<file path="config.mk">
export PLATFORM = sky130hd
export DESIGN_NAME = mc_control_fsm_flat
export DESIGN_NICKNAME = d
export VERILOG_FILES = /design/src/rtl/mc_control_fsm_if.sv /design/src/rtl/mc_control_fsm.sv /design/src/flat_wrapper.sv
export SDC_FILE = /design/constraint.sdc
export NUM_CORES = 1
export LEC_CHECK = 0
export ABC_AREA = 1
export BUFFER_PORTS_ARGS = -buffer_cell sky130_fd_sc_hd__buf_2
export CAP_MARGIN = 20
export CELL_PAD_IN_SITES_DETAIL_PLACEMENT = 2
export CELL_PAD_IN_SITES_GLOBAL_PLACEMENT = 2
export CORE_ASPECT_RATIO = 1.4
export CORE_MARGIN = 2
export CORE_UTILIZATION = 20
export CTS_BUF_LIST = sky130_fd_sc_hd__clkbuf_2
export CTS_CLUSTER_DIAMETER = 100
export DETAILED_ROUTE_END_ITERATION = 6
export PLACE_DENSITY = 0.8
export SKIP_CTS_REPAIR_TIMING = 1
export SLEW_MARGIN = 20
export SYNTH_ARGS = -nofsm -noshare
export SYNTH_HDL_FRONTEND = slang
export SYNTH_SLANG_ARGS = --single-unit
</file>
<file path="constraint.sdc">
create_clock -name clk -period 1.6 [get_ports clk]
set_input_delay 0.32 -clock clk [delete_from_list [all_inputs] [get_ports clk]]
set_output_delay 0.32 -clock clk [all_outputs]
set_load 0.05 [all_outputs]
</file>
<file path="src/rtl/mc_control_fsm_if.sv">
// Control bundle between the multi-cycle RV32I controller and its datapath:
// IR fields and status flags in, every enable and mux select out.
interface mc_control_fsm_if #(
    parameter int IO_CH = 2
);
    localparam int IOW = (IO_CH > 1) ? $clog2(IO_CH) : 1;

    logic [6:0]     op;
    logic [2:0]     funct3;
    logic [6:0]     funct7;
    logic           zero;
    logic           uart_done;
    logic           md_done;

    logic           pcen;
    logic           memwrite;
    logic           irwrite;
    logic           regwrite;
    logic           pcbufwrite;
    logic           iord;
    logic [1:0]     alusrca;
    logic [1:0]     alusrcb;
    logic [2:0]     regsrc;
    logic [1:0]     pcsrc;
    logic [4:0]     alucontrol;
    logic           rors;
    logic           uart_go;
    logic [IOW-1:0] io_ch;
    logic           md_start;
    logic           illegal;

    modport master (
        input  op, funct3, funct7, zero, uart_done, md_done,
        output pcen, memwrite, irwrite, regwrite, pcbufwrite, iord,
               alusrca, alusrcb, regsrc, pcsrc, alucontrol,
               rors, uart_go, io_ch, md_start, illegal
    );

    modport slave (
        output op, funct3, funct7, zero, uart_done, md_done,
        input  pcen, memwrite, irwrite, regwrite, pcbufwrite, iord,
               alusrca, alusrcb, regsrc, pcsrc, alucontrol,
               rors, uart_go, io_ch, md_start, illegal
    );
endinterface

</file>
<file path="src/rtl/mc_control_fsm.sv">
// Multi-cycle RV32I control FSM with memory wait states, IO handshake and illegal trap.
// Define CTRL_MULDIV_EN to route OP/funct7=0000001 through the multi-cycle mul/div wait path.
module mc_control_fsm #(
    parameter int MEM_WAIT = 0,
    parameter int IO_CH    = 2
) (
    input  logic          clk,
    input  logic          rstn,
    mc_control_fsm_if.master ctrl
);
    localparam int IOW = (IO_CH > 1) ? $clog2(IO_CH) : 1;
    localparam int WCW = (MEM_WAIT > 0) ? $clog2(MEM_WAIT + 1) : 1;
    localparam logic [WCW-1:0] WLAST  = WCW'(MEM_WAIT);
    localparam logic [3:0]     IO_LIM = 4'(IO_CH);

`ifdef CTRL_MULDIV_EN
    localparam bit MD_EN = 1'b1;
`else
    localparam bit MD_EN = 1'b0;
`endif

    localparam logic [6:0] OP_LOAD   = 7'b0000011;
    localparam logic [6:0] OP_STORE  = 7'b0100011;
    localparam logic [6:0] OP_REG    = 7'b0110011;
    localparam logic [6:0] OP_IMM    = 7'b0010011;
    localparam logic [6:0] OP_LUI    = 7'b0110111;
    localparam logic [6:0] OP_AUIPC  = 7'b0010111;
    localparam logic [6:0] OP_JAL    = 7'b1101111;
    localparam logic [6:0] OP_JALR   = 7'b1100111;
    localparam logic [6:0] OP_BRANCH = 7'b1100011;
    localparam logic [6:0] OP_IO     = 7'b0001011;

    typedef enum logic [4:0] {
        S_RST, S_FETCH, S_DECODE, S_MEMADR, S_MEMRD, S_MEMWB, S_MEMWR,
        S_EXR, S_EXI, S_ALUWB, S_LUI, S_JAL, S_JALR, S_BRANCH, S_IO,
        S_MDSTART, S_MDWAIT, S_TRAP
    } state_t;

    state_t         state;
    state_t         dec_next;
    logic [WCW-1:0] wcnt;
    logic           wait_last;
    logic           pcwrite;
    logic           branch;
    logic           taken;

    assign wait_last = (wcnt == WLAST);

    always_comb begin
        dec_next = S_TRAP;
        case (ctrl.op)
            OP_LOAD, OP_STORE: dec_next = S_MEMADR;
            OP_REG: begin
                if (ctrl.funct7 == 7'b0000000 || ctrl.funct7 == 7'b0100000)
                    dec_next = S_EXR;
                else if (MD_EN && ctrl.funct7 == 7'b0000001)
                    dec_next = S_MDSTART;
            end
            OP_IMM:    dec_next = S_EXI;
            OP_LUI:    dec_next = S_LUI;
            OP_AUIPC:  dec_next = S_ALUWB;
            OP_JAL:    dec_next = S_JAL;
            OP_JALR:   dec_next = S_JALR;
            OP_BRANCH: if (ctrl.funct3[2:1] != 2'b01) dec_next = S_BRANCH;
            OP_IO:     if ({1'b0, ctrl.funct3} < IO_LIM) dec_next = S_IO;
            default:   dec_next = S_TRAP;
        endcase
    end

    always_ff @(posedge clk or negedge rstn) begin
        if (!rstn) begin
            state <= S_RST;
            wcnt  <= '0;
        end else begin
            case (state)
                S_RST: state <= S_FETCH;
                S_FETCH, S_MEMRD, S_MEMWR: begin
                    // one counter serves all three memory states; it is cleared on exit
                    if (wait_last) begin
                        wcnt <= '0;
                        if (state == S_FETCH)      state <= S_DECODE;
                        else if (state == S_MEMRD) state <= S_MEMWB;
                        else                       state <= S_FETCH;
                    end else begin
                        wcnt <= wcnt + 1'b1;
                    end
                end
                S_DECODE:     state <= dec_next;
                S_MEMADR:     state <= (ctrl.op == OP_STORE) ? S_MEMWR : S_MEMRD;
                S_EXR, S_EXI: state <= S_ALUWB;
                S_MEMWB, S_ALUWB, S_LUI, S_JAL, S_JALR, S_BRANCH:
                              state <= S_FETCH;
                S_IO:         if (ctrl.uart_done) state <= S_FETCH;
                S_MDSTART:    state <= S_MDWAIT;
                S_MDWAIT:     if (ctrl.md_done) state <= S_FETCH;
                S_TRAP:       state <= S_TRAP;
                default:      state <= S_RST;
            endcase
        end
    end

    always_comb begin
        pcwrite          = 1'b0;
        branch           = 1'b0;
        ctrl.memwrite    = 1'b0;
        ctrl.irwrite     = 1'b0;
        ctrl.regwrite    = 1'b0;
        ctrl.pcbufwrite  = 1'b0;
        ctrl.iord        = 1'b0;
        ctrl.alusrca     = 2'b00;
        ctrl.alusrcb     = 2'b00;
        ctrl.regsrc      = 3'b000;
        ctrl.pcsrc       = 2'b00;
        ctrl.alucontrol  = 5'b00000;
        ctrl.rors        = 1'b0;
        ctrl.uart_go     = 1'b0;
        ctrl.io_ch       = '0;
        ctrl.md_start    = 1'b0;
        ctrl.illegal     = 1'b0;
        case (state)
            S_FETCH: begin
                ctrl.alusrcb = 2'b01;
                if (wait_last) begin
                    pcwrite         = 1'b1;
                    ctrl.irwrite    = 1'b1;
                    ctrl.pcbufwrite = 1'b1;
                end
            end
            S_DECODE: begin
                ctrl.alusrca = 2'b10;
                ctrl.alusrcb = 2'b10;
            end
            S_MEMADR: begin
                ctrl.alusrca = 2'b01;
                ctrl.alusrcb = 2'b10;
            end
            S_MEMRD: ctrl.iord = 1'b1;
            S_MEMWB: begin
                ctrl.regsrc   = 3'b001;
                ctrl.regwrite = 1'b1;
            end
            S_MEMWR: begin
                ctrl.iord     = 1'b1;
                ctrl.memwrite = 1'b1;
            end
            S_EXR: begin
                ctrl.alusrca    = 2'b01;
                ctrl.alucontrol = {1'b0, ctrl.funct7[5], ctrl.funct3};
            end
            S_EXI: begin
                ctrl.alusrca    = 2'b01;
                ctrl.alusrcb    = 2'b10;
                // only SRAI takes the alternate bit from the immediate's funct7 field
                ctrl.alucontrol = {1'b0, (ctrl.funct3 == 3'b101) & ctrl.funct7[5], ctrl.funct3};
            end
            S_ALUWB: ctrl.regwrite = 1'b1;
            S_LUI: begin
                ctrl.regsrc   = 3'b011;
                ctrl.regwrite = 1'b1;
            end
            S_JAL: begin
                ctrl.regsrc   = 3'b010;
                ctrl.regwrite = 1'b1;
                ctrl.pcsrc    = 2'b01;
                pcwrite       = 1'b1;
            end
            S_JALR: begin
                ctrl.alusrca  = 2'b01;
                ctrl.alusrcb  = 2'b10;
                ctrl.pcsrc    = 2'b10;
                pcwrite       = 1'b1;
                ctrl.regsrc   = 3'b010;
                ctrl.regwrite = 1'b1;
            end
            S_BRANCH: begin
                ctrl.alusrca    = 2'b01;
                ctrl.alucontrol = {2'b10, ctrl.funct3};
                ctrl.pcsrc      = 2'b01;
                branch          = 1'b1;
            end
            S_IO: begin
                ctrl.uart_go = 1'b1;
                ctrl.rors    = ctrl.funct7[0];
                ctrl.io_ch   = ctrl.funct3[IOW-1:0];
                if (ctrl.uart_done && !ctrl.funct7[0]) begin
                    ctrl.regsrc   = 3'b100;
                    ctrl.regwrite = 1'b1;
                end
            end
            S_MDSTART: begin
                ctrl.md_start   = 1'b1;
                ctrl.alusrca    = 2'b01;
                ctrl.alucontrol = {2'b11, ctrl.funct3};
            end
            S_MDWAIT: begin
                ctrl.alusrca    = 2'b01;
                ctrl.alucontrol = {2'b11, ctrl.funct3};
                if (ctrl.md_done) begin
                    ctrl.regsrc   = 3'b101;
                    ctrl.regwrite = 1'b1;
                end
            end
            S_TRAP:  ctrl.illegal = 1'b1;
            default: ;
        endcase
    end

    assign taken     = branch & (ctrl.zero ^ ctrl.funct3[0] ^ ctrl.funct3[2]);
    assign ctrl.pcen = pcwrite | taken;
endmodule
</file>
<file path="src/flat_wrapper.sv">
// flat-port wrapper written by rule: the top's interface ports become plain ports
module mc_control_fsm_flat 
#(
    parameter int MEM_WAIT = 0,
    parameter int IO_CH    = 2
)
  (clk, rstn, ctrl_op, ctrl_funct3, ctrl_funct7, ctrl_zero, ctrl_uart_done, ctrl_md_done, ctrl_pcen, ctrl_memwrite, ctrl_irwrite, ctrl_regwrite, ctrl_pcbufwrite, ctrl_iord, ctrl_alusrca, ctrl_alusrcb, ctrl_regsrc, ctrl_pcsrc, ctrl_alucontrol, ctrl_rors, ctrl_uart_go, ctrl_io_ch, ctrl_md_start, ctrl_illegal);
  mc_control_fsm_if #(.IO_CH(IO_CH)) ctrl_i ();
  input  logic clk;
  input  logic rstn;
  input wire logic [$bits(ctrl_i.op)-1:0] ctrl_op;
  input wire logic [$bits(ctrl_i.funct3)-1:0] ctrl_funct3;
  input wire logic [$bits(ctrl_i.funct7)-1:0] ctrl_funct7;
  input wire logic [$bits(ctrl_i.zero)-1:0] ctrl_zero;
  input wire logic [$bits(ctrl_i.uart_done)-1:0] ctrl_uart_done;
  input wire logic [$bits(ctrl_i.md_done)-1:0] ctrl_md_done;
  output wire logic [$bits(ctrl_i.pcen)-1:0] ctrl_pcen;
  output wire logic [$bits(ctrl_i.memwrite)-1:0] ctrl_memwrite;
  output wire logic [$bits(ctrl_i.irwrite)-1:0] ctrl_irwrite;
  output wire logic [$bits(ctrl_i.regwrite)-1:0] ctrl_regwrite;
  output wire logic [$bits(ctrl_i.pcbufwrite)-1:0] ctrl_pcbufwrite;
  output wire logic [$bits(ctrl_i.iord)-1:0] ctrl_iord;
  output wire logic [$bits(ctrl_i.alusrca)-1:0] ctrl_alusrca;
  output wire logic [$bits(ctrl_i.alusrcb)-1:0] ctrl_alusrcb;
  output wire logic [$bits(ctrl_i.regsrc)-1:0] ctrl_regsrc;
  output wire logic [$bits(ctrl_i.pcsrc)-1:0] ctrl_pcsrc;
  output wire logic [$bits(ctrl_i.alucontrol)-1:0] ctrl_alucontrol;
  output wire logic [$bits(ctrl_i.rors)-1:0] ctrl_rors;
  output wire logic [$bits(ctrl_i.uart_go)-1:0] ctrl_uart_go;
  output wire logic [$bits(ctrl_i.io_ch)-1:0] ctrl_io_ch;
  output wire logic [$bits(ctrl_i.md_start)-1:0] ctrl_md_start;
  output wire logic [$bits(ctrl_i.illegal)-1:0] ctrl_illegal;
  assign ctrl_i.op = ctrl_op;
  assign ctrl_i.funct3 = ctrl_funct3;
  assign ctrl_i.funct7 = ctrl_funct7;
  assign ctrl_i.zero = ctrl_zero;
  assign ctrl_i.uart_done = ctrl_uart_done;
  assign ctrl_i.md_done = ctrl_md_done;
  assign ctrl_pcen = ctrl_i.pcen;
  assign ctrl_memwrite = ctrl_i.memwrite;
  assign ctrl_irwrite = ctrl_i.irwrite;
  assign ctrl_regwrite = ctrl_i.regwrite;
  assign ctrl_pcbufwrite = ctrl_i.pcbufwrite;
  assign ctrl_iord = ctrl_i.iord;
  assign ctrl_alusrca = ctrl_i.alusrca;
  assign ctrl_alusrcb = ctrl_i.alusrcb;
  assign ctrl_regsrc = ctrl_i.regsrc;
  assign ctrl_pcsrc = ctrl_i.pcsrc;
  assign ctrl_alucontrol = ctrl_i.alucontrol;
  assign ctrl_rors = ctrl_i.rors;
  assign ctrl_uart_go = ctrl_i.uart_go;
  assign ctrl_io_ch = ctrl_i.io_ch;
  assign ctrl_md_start = ctrl_i.md_start;
  assign ctrl_illegal = ctrl_i.illegal;
  mc_control_fsm #(.MEM_WAIT(MEM_WAIT), .IO_CH(IO_CH)) u_core (.clk(clk), .rstn(rstn), .ctrl(ctrl_i));
endmodule
</file>
* Word level (Yosys, flattened, before mapping)
Cells that the tools add are included.
** Word-level totals
- Input bits :: 22
- Bits in registers :: 6
- Logic and storage cells :: 92
** Operators by class
- $add $sub $neg :: 1
- Equal/unequal tests :: 33
- Bitwise operators :: 5
- Reductions and logical operators :: 17
- Muxes and demuxes :: 33
- Order comparisons :: 1
** Operators by type and width (number)
- $pmux W5 S9 :: 2
- $eq A5 B4 Y1 const B :: 8
- $mux W5 :: 7
- $eq A7 B6 Y1 const B :: 4
- $eq A7 B7 Y1 const B :: 3
- $eq A5 B3 Y1 const B :: 4
- $pmux W5 S4 :: 1
- $pmux W3 S5 :: 1
- $eq A7 B5 Y1 const B :: 2
- $reduce_or A7 Y1 :: 2
- $mux W1 :: 13
- $pmux W2 S2 :: 3
- $reduce_or A2 Y1 :: 6
- $eq A5 B2 Y1 const B :: 2
- $eq A5 B5 Y1 const B :: 2
- $mux W3 :: 3
- $eq A7 B2 Y1 const B :: 1
- $eq A7 B4 Y1 const B :: 1
- $logic_not A7 Y1 :: 1
- $ne A2 B2 Y1 const B :: 3
- $eq A5 B1 Y1 const B :: 1
- $logic_not A5 Y1 :: 1
- $reduce_or A5 Y1 :: 1
- $reduce_or A4 Y1 :: 1
- 15 further kinds :: 17

* Logic depth before layout (Yosys ltp)
Gate-level depths: netlist (run 1).
- Depth in word-level cells :: 5
- Depth in mapped cells :: 10

* Least setup slack after synthesis (run 1)
OpenSTA, ideal clock, no wires.
- Path kind :: flip-flop to output port
- From :: register u_core.state[3]
- To :: output ctrl_pcen
- Buffers on the path :: 0
- Cell stages (with the launch flop) :: 8
- Arrival :: 2.063 ns
- Data required time :: 1.280 ns
- Setup slack :: -0.783 ns
- Cell sequence :: dfrtp_1 inv_1 nand2_2 nor2_1 inv_1 nor2_1 inv_1 o211ai_1
** On the way
- Longest elaborated chain between the ends :: 4
- Elaborated cells on any way between the ends :: 9
- Those cells by class :: eq/ne: 4; mux: 2; bitwise: 2; reduce/logical: 1
** RTL lines
- start: declaration :: RTL line mc_control_fsm.sv:39 : state_t state;
- start signal: assignment :: RTL line mc_control_fsm.sv:88 : S_DECODE: state <= dec_next;
- start signal: assignment :: RTL line mc_control_fsm.sv:89 : S_MEMADR: state <= (ctrl.op == OP_STORE) ? S_MEMWR : S_MEMRD;
- $eq A5 B4 Y1 :: RTL line mc_control_fsm.sv:120 : case (state)
- $reduce_or A2 Y1 (no source line) / $mux W1 (equally long branches)
- $pmux W1 S2 / $and A1 B1 Y1 (equally long branches) :: RTL line mc_control_fsm.sv:120, mc_control_fsm.sv:208
- $or A1 B1 Y1 * :: RTL line mc_control_fsm.sv:209 : assign ctrl.pcen = pcwrite | taken;
- end: declaration :: RTL line flat_wrapper.sv:17 : output wire logic [$bits(ctrl_i.pcen)-1:0] ctrl_pcen;
Mark *: on every way between the ends. The rest lies on a longest branch, timed or not.

* Final worst setup path (run 1)
- From :: register u_core.state[2]
- To :: output ctrl_alusrca[0]
** On the way
- Longest elaborated chain between the ends :: 3
- Elaborated cells on any way between the ends :: 10
- Those cells by class :: eq/ne: 8; mux: 1; reduce/logical: 1
** RTL lines
- $eq A5 B2 Y1 (tied with other cells) :: RTL line mc_control_fsm.sv:120
- $reduce_or A7 Y1 (no source line)
- $pmux W2 S2 * :: RTL line mc_control_fsm.sv:120
- end: declaration :: RTL line flat_wrapper.sv:23 : output wire logic [$bits(ctrl_i.alusrca)-1:0] ctrl_alusrca;
Marked as above.

==> impl_metrics.env, run 1 <==
export IMPL_synth_fa_ha_area_frac=0
export IMPL_highest_layer="met4"
export IMPL_insertedDiodeCount=0
export IMPL_drt_iter0_drc=18
export IMPL_clockBufferDepth=2
export IMPL_grt_max_degree=8
export IMPL_ir_drop_mv=0.541
export IMPL_setup_slack_ns=-0.480
export IMPL_syn_num_nets=197
export IMPL_syn_area_um2=885
export IMPL_synth_enable_flop_cells=0
export IMPL_yosys_area_top_type="nand2_1"
export IMPL_largest_register="u_core.state"
export IMPL_crit_required_ns=1.28
export IMPL_yosysSeqAreaShare=0.141
export IMPL_synth_top_area_share=0.212
export IMPL_grt_setup_unrepaired="yes"
export IMPL_pin_count=47
export IMPL_critPathLaunchType="register"
export IMPL_top_regs="u_core.state (5)"
export IMPL_yosys_cell_types_count=24
export IMPL_die_x_um=60.2
export IMPL_fin_nets=294
export IMPL_synth_seq_cells=5
export IMPL_ant_nets=0
export IMPL_post_place_ws_ns=-0.335
export IMPL_static_leakage_power_nw=1.09
export IMPL_min_period_over_period=1.30
export IMPL_drv_slew=0
export IMPL_core_area_um2=4240
export IMPL_grt_pass1_vias=1581
export IMPL_ys_async_sr_fraction=1.00
export IMPL_worstMarginPinSlew_ns=0.295
export IMPL_place_area_um2=1560
export IMPL_synth_top_family_by_area="simple AND/OR/NAND/NOR gates"
export IMPL_cts_sinks=5
export IMPL_setup_violations=28
export IMPL_finalHoldViolCount=0
export IMPL_synthMuxAreaShare=0
export IMPL_final_cell_mix="buf_4, nand2_1, nor2_1"
export IMPL_hpwl_mm=4.16
export IMPL_violations="setup timing"
export IMPL_h_tree_depth=1
export IMPL_status="complete, but fails checks"
export IMPL_worstPathMaxFanout=6
export IMPL_finalCriticalPeriod_ns=2.08
export IMPL_clk_pin_slew_ns=0.07
export IMPL_wl_met1_mm=2.41
export IMPL_powerDensity_nw_per_um2=1560
export IMPL_vias=1582
export IMPL_ff2ff_setup_slack_ns=-0.24
export IMPL_antenna_found_initial=0
export IMPL_grt_pass1_wl_mm=7.32
export IMPL_crit_path_end_kind="output pin"
export IMPL_avgSynthCellArea_um2=5.05
export IMPL_finalClockSkew_ns=0.0101
export IMPL_slew_headroom=0.802
export IMPL_grt_use_total=0.201
export IMPL_start_util=0.209
export IMPL_drcViolationCount=0
export IMPL_critical_path_class="register to output pin"
export IMPL_min_path_type="primary input to async pin"
export IMPL_wl_met3_um=179
export IMPL_synthToLayoutAreaGrowth_pct=122
export IMPL_drive_gt1_frac=0.576
export IMPL_finish_instance_area_um2=1960
export IMPL_insertion_delay_ns=0.25
export IMPL_final_cells=331
export IMPL_synthFlopType="dfrtp_1"
export IMPL_cp_data_arrival_time_ns=1.76
export IMPL_synthTopCellsByArea="nand2_1, nor2_1, dfrtp_1, inv_1, nand3_1"
export IMPL_fmax_mhz=481
export IMPL_routed_wl_met2_mm=3.75
export IMPL_syn_instance_count=175
export IMPL_wire_per_inst_um=19.8
export IMPL_numPlacedInstances=315
export IMPL_cts_buffers=3
export IMPL_die_area_um2=4980
export IMPL_cap_viol_max_count=0
export IMPL_synth_simple_area_share=0.621
export IMPL_reg2reg_depth=13
export IMPL_place_congestion=0.890
export IMPL_portBuffers=46
export IMPL_synthXorXnorAreaFrac=0.0198
export IMPL_cts_tree="yes"
export IMPL_cts_root_buf="clkbuf_2"
export IMPL_rows=28
export IMPL_wirelength_mm=6.56
export IMPL_fin_util=0.463
export IMPL_grt_ovfl_total=0
export IMPL_die_y_um=82.7
export IMPL_largest_register_ffs=5
export IMPL_ys_warn_count=0
export IMPL_drt_vias_per_instance=4.78
export IMPL_layout_commonest_cell="buf_4"
export IMPL_synth_compound_area_share=0.0693
export IMPL_drt_pass1_iter_count=4
==> synthesized netlist by cell type (2+ instances only) <==
cell	number
dfrtp_1	5
inv_1	31
nor2_4	2
nand4_1	4
nand2_1	50
nor3_1	2
inv_2	2
nand2_2	3
nor2_1	37
o21ai_0	3
a21oi_1	2
nand3_1	18
nor2_2	5
==> critical path, cell delays in order (launching register included) <==
cell	delay [ns]
dfrtp_2	0.47
inv_2	0.07
nand2_4	0.10
nor2_4	0.04
nand2_2	0.10
o21ai_2	0.07
inv_2	0.08
nand2_4	0.06
nor2_4	0.26
nand3_4	0.11
buf_8	0.16
==> per-layer routing <==
metal,up-vias,global-route usage
li1,733,-
met1,784,0.182
met2,50,0.442
met3,15,0.00467
met4,0,0.0689
met5,-,0
==> where the power goes <==
group          internal (mW)  leakage [nW]  switching [mW]
clock                 0.0661        0.0166          0.0649
combinational           1.02          1.01            1.62
sequential             0.183        0.0600           0.109
total                   1.27          1.09            1.79
==> layout make-up <==
cell class	instances	area, um^2
multi-input cells	136	832
well taps	60	75.1
inverters	33	131
repair buffers	93	774
flip-flops and latches	5	130
fillers	507	2280
clock buffers	4	20.0
==> worst paths after layout <==
kind                                 startpoint         endpoint
worst min-delay path                       rstn  u_core.state[3]
worst min register to register  u_core.state[3]  u_core.state[2]
worst max register to register  u_core.state[2]  u_core.state[0]
min in group clk                 ctrl_uart_done  u_core.state[2]
worst max-delay path            u_core.state[2]  ctrl_alusrca[0]
max in group asynchronous                  rstn  u_core.state[1]
==> kinds of logic (layout without fill, tap and decap cells) <==
kind of cell | after synthesis | in the layout
compound gates | 10 | 10
buf+inv | 34 | 130
xor+xnor | 2 | 2
flops | 5 | 5
simple gates | 124 | 124
==> stage by stage <==
step / setup TNS, ns / hold slack [ns] / power [mW]
6_report: -8.32 / 0.420 / 3.07
5_1_grt: -10.46 / 0.445 / 3.21
4_1_cts: -9.48 / -0.103 / 2.36
3_5_place_dp: -3.43 / 0.143 / 2.23
3_3_place_gp: -2.07 / 0.138 / 2.16
2_1_floorplan: -2.70 / 0.0244 / 1.49
(Power assumes the default switching activity.)
==> inputs of run 2 (changes only) <==
--- a/config.mk
+++ b/config.mk
@@ -8,15 +8,13 @@
 export ABC_AREA = 1
 export BUFFER_PORTS_ARGS = -buffer_cell sky130_fd_sc_hd__buf_2
 export CAP_MARGIN = 20
-export CELL_PAD_IN_SITES_DETAIL_PLACEMENT = 2
-export CELL_PAD_IN_SITES_GLOBAL_PLACEMENT = 2
 export CORE_ASPECT_RATIO = 1.4
 export CORE_MARGIN = 2
-export CORE_UTILIZATION = 20
+export CORE_UTILIZATION = 30
 export CTS_BUF_LIST = sky130_fd_sc_hd__clkbuf_2
 export CTS_CLUSTER_DIAMETER = 100
 export DETAILED_ROUTE_END_ITERATION = 6
-export PLACE_DENSITY = 0.8
+export PLACE_DENSITY = 0.57
 export SKIP_CTS_REPAIR_TIMING = 1
 export SLEW_MARGIN = 20
 export SYNTH_ARGS = -nofsm -noshare
==> impl_metrics.env, run 2 (synthesized netlist as in run 1, its figures left out) <==
export IMPL_internal_power_mw=1.31
export IMPL_pwr_share_seq=0.088
export IMPL_insertion_delay_ns=0.22
export IMPL_crit_path_cell_trace="buf_4 -> nand3_4 -> buf_6 -> nor2_4 -> a31oi_1 -> inv_2 -> nor2_4 -> nand3_4 -> buf_6"
export IMPL_min_path_type="primary input to register"
export IMPL_drv_slew=0
export IMPL_cap_viol_max_count=0
export IMPL_antenna_found_initial=0
export IMPL_ir_drop_mv=1.36
export IMPL_cts_sinks=5
export IMPL_setup_violations=29
export IMPL_switching_share=0.547
export IMPL_power_frac_clock=0.041
export IMPL_setup_slack_ns=-0.384
export IMPL_drt_pass1_iter_count=4
export IMPL_comb_power_share=0.871
export IMPL_synthToLayoutAreaGrowth_pct=121
export IMPL_fin_nets=296
export IMPL_final_cells=310
export IMPL_regToRegStartpoint="u_core.state[2]"
export IMPL_grt_setup_unrepaired="yes"
export IMPL_slew_headroom=0.823
export IMPL_slowest_delay_ns=0.42
export IMPL_cp_data_arrival_time_ns=1.66
export IMPL_vias=1398
export IMPL_ant_nets=0
export IMPL_switchingPower_mw=1.58
export IMPL_die_x_um=49.9
export IMPL_cts_buffers=3
export IMPL_wirelength_mm=3.67
export IMPL_cp_startpoint="u_core.state[2]"
export IMPL_grt_pass1_wl_mm=4.91
export IMPL_worstPathMaxFanout=5
export IMPL_drive_gt1_frac=0.564
export IMPL_final_cell_mix="buf_4, nand2_1, nor2_1"
export IMPL_grt_ovfl_total=0
export IMPL_die_area_um2=3410
export IMPL_static_leakage_power_nw=1.10
export IMPL_met2_usage=0.383
export IMPL_die_y_um=68.3
export IMPL_violations="setup timing"
export IMPL_hpwl_mm=2.75
export IMPL_status="complete, but fails checks"
export IMPL_rows=23
export IMPL_busiest_layer="met2"
export IMPL_grt_pass1_vias=1208
export IMPL_largest_register="u_core.state"
export IMPL_start_util=0.310
export IMPL_core_area_um2=2850
export IMPL_met1_usage=0.195
export IMPL_insertedDiodeCount=0
export IMPL_drt_vias_per_instance=4.51
export IMPL_crit_slowest_cell="dfrtp_1"
export IMPL_pin_count=47
export IMPL_powerDensity_nw_per_um2=1480
export IMPL_fmax_mhz=504
export IMPL_fin_util=0.686
export IMPL_critical_path_class="register to output pin"
export IMPL_top_regs="u_core.state (5)"
export IMPL_finalCriticalPeriod_ns=1.98
export IMPL_wire_per_inst_um=11.8
export IMPL_drt_iter0_drc=20
export IMPL_clockBufferDepth=2
export IMPL_cts_tree="yes"
export IMPL_total_power_mw=2.89
export IMPL_h_tree_depth=1
export IMPL_grt_use_total=0.188
export IMPL_gr_usage_met3=0.0218
export IMPL_cts_root_buf="clkbuf_2"
export IMPL_worstMarginPinSlew_ns=0.265
export IMPL_place_congestion=0.846
export IMPL_clk_pin_slew_ns=0.06
export IMPL_critPathLaunchType="register"
export IMPL_final_fill_count=256
export IMPL_portBuffers=46
export IMPL_layout_commonest_cell="buf_4"
export IMPL_crit_path_end_kind="output pin"
export IMPL_crit_required_ns=1.28
export IMPL_min_from="ctrl_op[6]"
export IMPL_finalClockSkew_ns=0.00562
export IMPL_grt_max_degree=8
export IMPL_numPlacedInstances=301
export IMPL_finalHoldViolCount=0
export IMPL_drcViolationCount=0
export IMPL_post_place_ws_ns=-0.176
export IMPL_largest_register_ffs=5
export IMPL_min_period_over_period=1.24
-- run 2: cell types whose count changed in the layout (fill, tap and decap cells not counted), moves of 2 or more --
| cell | previous run | this run |
|---|---|---|
| buf_4 | 42 | 47 |
| buf_2 | 23 | 21 |
| buf_6 | 19 | 17 |
| dfrtp_1 | 1 | 3 |
| dfrtp_2 | 4 | 2 |
| inv_1 | 17 | 19 |
| inv_4 | 3 | 1 |
-- run 2: power groups by stage --
stage          clock network (mW)  registers, mW  logic (mW)
6_report                    0.119          0.255        2.52
5_1_grt                     0.132          0.260        2.66
4_1_cts                     0.119          0.221        2.00
3_5_place_dp                    0          0.224        2.00
3_3_place_gp                    0          0.222        2.00
2_1_floorplan                   0          0.236        1.26
-- run 2: layer usage --
layer | up-vias | wire length [um]
li1 | 735 | -
met1 | 623 | 1360
met2 | 36 | 2190
met3 | 4 | 85
met4 | 0 | 34
met5 | - | 0
-- run 2: area by class of cell --
cell class / instances / area, um^2 / share of cell area
Timing Repair Buffer: 95 / 795 / 0.406
Inverter: 33 / 131 / 0.0672
Tap cell: 37 / 46.3 / 0.0237
Clock buffer: 4 / 20.0 / 0.0102
Multi-Input combinational cell: 136 / 836 / 0.427
Sequential cell: 5 / 128 / 0.0653
-- run 2: worst max-delay path: cells and delay by family, from the launching register on --
family	cells	cell delay, ns
AO/OA/AOI/OAI	1	0.18
buffers and inverters	4	0.51
AND/OR/NAND/NOR	4	0.32
flip-flops	1	0.42
-- run 2: final timing paths --
check	endpoint	slack, ns	cells past startpoint
min in group asynchronous	u_core.state[1]	0.46	2
setup reg to reg	u_core.state[0]	-0.07	10
setup / recovery	ctrl_regwrite	-0.38	9
hold / removal	u_core.state[1]	0.45	4
hold reg to reg	u_core.state[2]	0.75	4
max in group asynchronous	u_core.state[0]	1.00	2
-- run 2: per-stage QoR --
stage	TNS, ns	hold slack (ns)	instance area [um^2]
global placement	-1.51	0.136	1600
finish	-5.37	0.450	1960
CTS	-7.17	-0.0957	1620
detailed placement	-1.73	0.138	1600
floorplan	-2.70	0.0244	1000
global route	-7.55	0.461	1960
==> inputs of run 3 (changes only) <==
--- a/config.mk
+++ b/config.mk
@@ -5,7 +5,6 @@
 export SDC_FILE = /design/constraint.sdc
 export NUM_CORES = 1
 export LEC_CHECK = 0
-export ABC_AREA = 1
 export BUFFER_PORTS_ARGS = -buffer_cell sky130_fd_sc_hd__buf_2
 export CAP_MARGIN = 20
 export CORE_ASPECT_RATIO = 1.4
@@ -14,7 +13,7 @@
 export CTS_BUF_LIST = sky130_fd_sc_hd__clkbuf_2
 export CTS_CLUSTER_DIAMETER = 100
 export DETAILED_ROUTE_END_ITERATION = 6
-export PLACE_DENSITY = 0.57
+export PLACE_DENSITY = 0.55
 export SKIP_CTS_REPAIR_TIMING = 1
 export SLEW_MARGIN = 20
 export SYNTH_ARGS = -nofsm -noshare
==> impl_metrics.env, run 3 <==
export IMPL_status="complete, but fails checks"
export IMPL_violations="setup timing"
export IMPL_ant_nets=0
export IMPL_wirelength_mm=4.62
export IMPL_ff2ff_setup_slack_ns=0
export IMPL_fmax_mhz=484
export IMPL_slew_headroom=0.762
export IMPL_critical_path_class="register to output pin"
export IMPL_syn_instance_count=154
export IMPL_crit_path_end_kind="output pin"
export IMPL_final_cell_mix="buf_4, buf_6, buf_2"
export IMPL_syn_area_um2=1020
export IMPL_grt_max_degree=18
export IMPL_drt_iter0_drc=68
export IMPL_setup_violations=26
export IMPL_rows=25
export IMPL_finalClockSkew_ns=0.00378
export IMPL_worstMarginPinSlew_ns=0.355
export IMPL_min_period_over_period=1.29
export IMPL_synthFlopType="dfrtp_1"
export IMPL_hpwl_mm=3.53
export IMPL_cts_tree="yes"
export IMPL_clockBufferDepth=2
export IMPL_tns_ns=-6.55
export IMPL_finalHoldViolCount=0
export IMPL_cap_viol_max_count=0
export IMPL_worstPathMaxFanout=3
export IMPL_die_area_um2=3900
export IMPL_drt_pass1_iter_count=4
export IMPL_insertion_delay_ns=0.21
export IMPL_cts_buffers=3
export IMPL_drive_gt1_frac=0.669
export IMPL_synth_top_area_share=0.122
export IMPL_min_from="ctrl_op[0]"
export IMPL_portBuffers=46
export IMPL_grt_pass1_wl_mm=6.22
export IMPL_critPathLaunchType="register"
export IMPL_layout_commonest_cell="buf_4"
export IMPL_place_congestion=0.914
export IMPL_powerDensity_nw_per_um2=1710
export IMPL_clk_pin_slew_ns=0.05
export IMPL_synth_enable_flop_cells=0
export IMPL_cts_sinks=5
export IMPL_min_to="u_core.state[1]"
export IMPL_cts_root_buf="clkbuf_2"
export IMPL_antenna_found_initial=0
export IMPL_largest_register="u_core.state"
export IMPL_ys_warn_count=0
export IMPL_drv_slew=0
export IMPL_avgSynthCellArea_um2=6.65
export IMPL_setup_slack_ns=-0.467
export IMPL_yosysSeqAreaShare=0.122
export IMPL_yosysMostFrequentCell="nor2_1"
export IMPL_reg2reg_depth=8
export IMPL_synthToLayoutAreaGrowth_pct=123
export IMPL_top_regs="u_core.state (5)"
export IMPL_die_y_um=73.1
export IMPL_yosys_area_top_type="dfrtp_1"
export IMPL_regToRegStartpoint="u_core.state[2]"
export IMPL_crit_required_ns=1.28
export IMPL_synth_seq_cells=5
export IMPL_largest_register_ffs=5
export IMPL_static_leakage_power_nw=0.995
export IMPL_grt_pass1_vias=1445
export IMPL_grt_use_total=0.209
export IMPL_hold_depth=3
export IMPL_finalCriticalPeriod_ns=2.07
export IMPL_insertedDiodeCount=0
export IMPL_drt_vias_per_instance=5.43
export IMPL_pin_count=47
export IMPL_ys_async_sr_fraction=1.00
export IMPL_synthTopCellsByArea="dfrtp_1, nor2_1, nand2_1, nor3_1, a21oi_1"
export IMPL_drcViolationCount=0
export IMPL_syn_num_nets=176
export IMPL_start_util=0.309
export IMPL_h_tree_depth=1
export IMPL_grt_setup_unrepaired="yes"
export IMPL_min_path_type="primary input to register"
export IMPL_grt_ovfl_total=0
export IMPL_core_area_um2=3320
export IMPL_fin_nets=271
export IMPL_fin_util=0.689
export IMPL_die_x_um=53.4
export IMPL_ir_drop_mv=1.17
export IMPL_vias=1563
export IMPL_timing_rr_end="u_core.state[4]"
export IMPL_cp_data_arrival_time_ns=1.75
export IMPL_synth_common_cells="nor2_1, nand2_1, nor3_1"
export IMPL_yosys_cell_types_count=54
export IMPL_wire_per_inst_um=16.0
run 3: cell types whose count changed after synthesis, moves of 4 or more:
cell | before | now
nand2_1 | 50 | 15
nand2b_1 | 0 | 5
inv_1 | 31 | 7
a21oi_1 | 2 | 8
nand3_1 | 18 | 2
nor2_1 | 37 | 19
a31oi_1 | 1 | 5
nor3_1 | 2 | 11
buf_2 | 0 | 7
nor2_2 | 5 | 0
o21ai_0 | 3 | 7
run 3: area by class of cell:
class,count,area (um^2)
Timing Repair Buffer,105,933
Inverter,8,40.0
Tap cell,40,50.0
Clock buffer,4,20.0
Multi-Input combinational cell,126,1110
Sequential cell,5,129
Fill cell,266,1030
run 3: worst max path at each step:
stage	from	to	slack, ns	cells past startpoint
final	u_core.state[2]	ctrl_alucontrol[3]	-0.47	5
after global routing	u_core.state[0]	ctrl_alucontrol[3]	-0.51	4
after CTS	u_core.state[2]	ctrl_alucontrol[1]	-0.61	7
after detailed placement	u_core.state[2]	ctrl_alucontrol[1]	-0.36	7
after global placement	u_core.state[2]	ctrl_alucontrol[1]	-0.39	7
after floorplan	u_core.state[2]	ctrl_regwrite	-0.47	6
run 3: where the power goes:
part / internal [mW] / total (mW) / leakage, nW / switching (mW)
Combinational: 1.55 / 3.52 / 0.917 / 1.97
Clock: 0.0662 / 0.115 / 0.0166 / 0.0492
Sequential: 0.183 / 0.260 / 0.0611 / 0.0776
run 3: stage by stage:
stage | cells | worst slack (ns) | hold slack (ns) | power [mW] | cell area, um^2
detailed placement | 273 | -0.363 | 0.134 | 2.93 | 1790
global route | 288 | -0.513 | 0.441 | 4.08 | 2280
CTS | 277 | -0.607 | -0.0966 | 3.05 | 1810
global placement | 273 | -0.387 | 0.130 | 2.90 | 1790
finish | 288 | -0.467 | 0.445 | 3.90 | 2280
floorplan | 154 | -0.474 | 0.0244 | 2.22 | 1280
run 3: layer usage:
layer | vias up | share of wire | global-route usage
met5 | - | 0 | 0
met4 | 0 | 0.037 | 0.0769
met3 | 16 | 0.025 | 0.0123
met2 | 51 | 0.59 | 0.432
met1 | 736 | 0.35 | 0.201
li1 | 760 | - | -
run 3: worst max-delay path: stages (launching register included):
cell      delay (ns)
dfrtp_1         0.38
nand2b_4        0.14
or3_4           0.34
o32ai_2         0.30
a311o_2         0.23
buf_8           0.14
run 3: kinds of logic after synthesis:
group                     after synthesis  synth area share
AOI/OAI and AO/OA                      50             0.348
and+or+nand+nor                        71             0.361
buffers and inverters                  23             0.123
DFF                                     5             0.122
muxes                                   2            0.0196
xor gates and xnor gates                3            0.0257
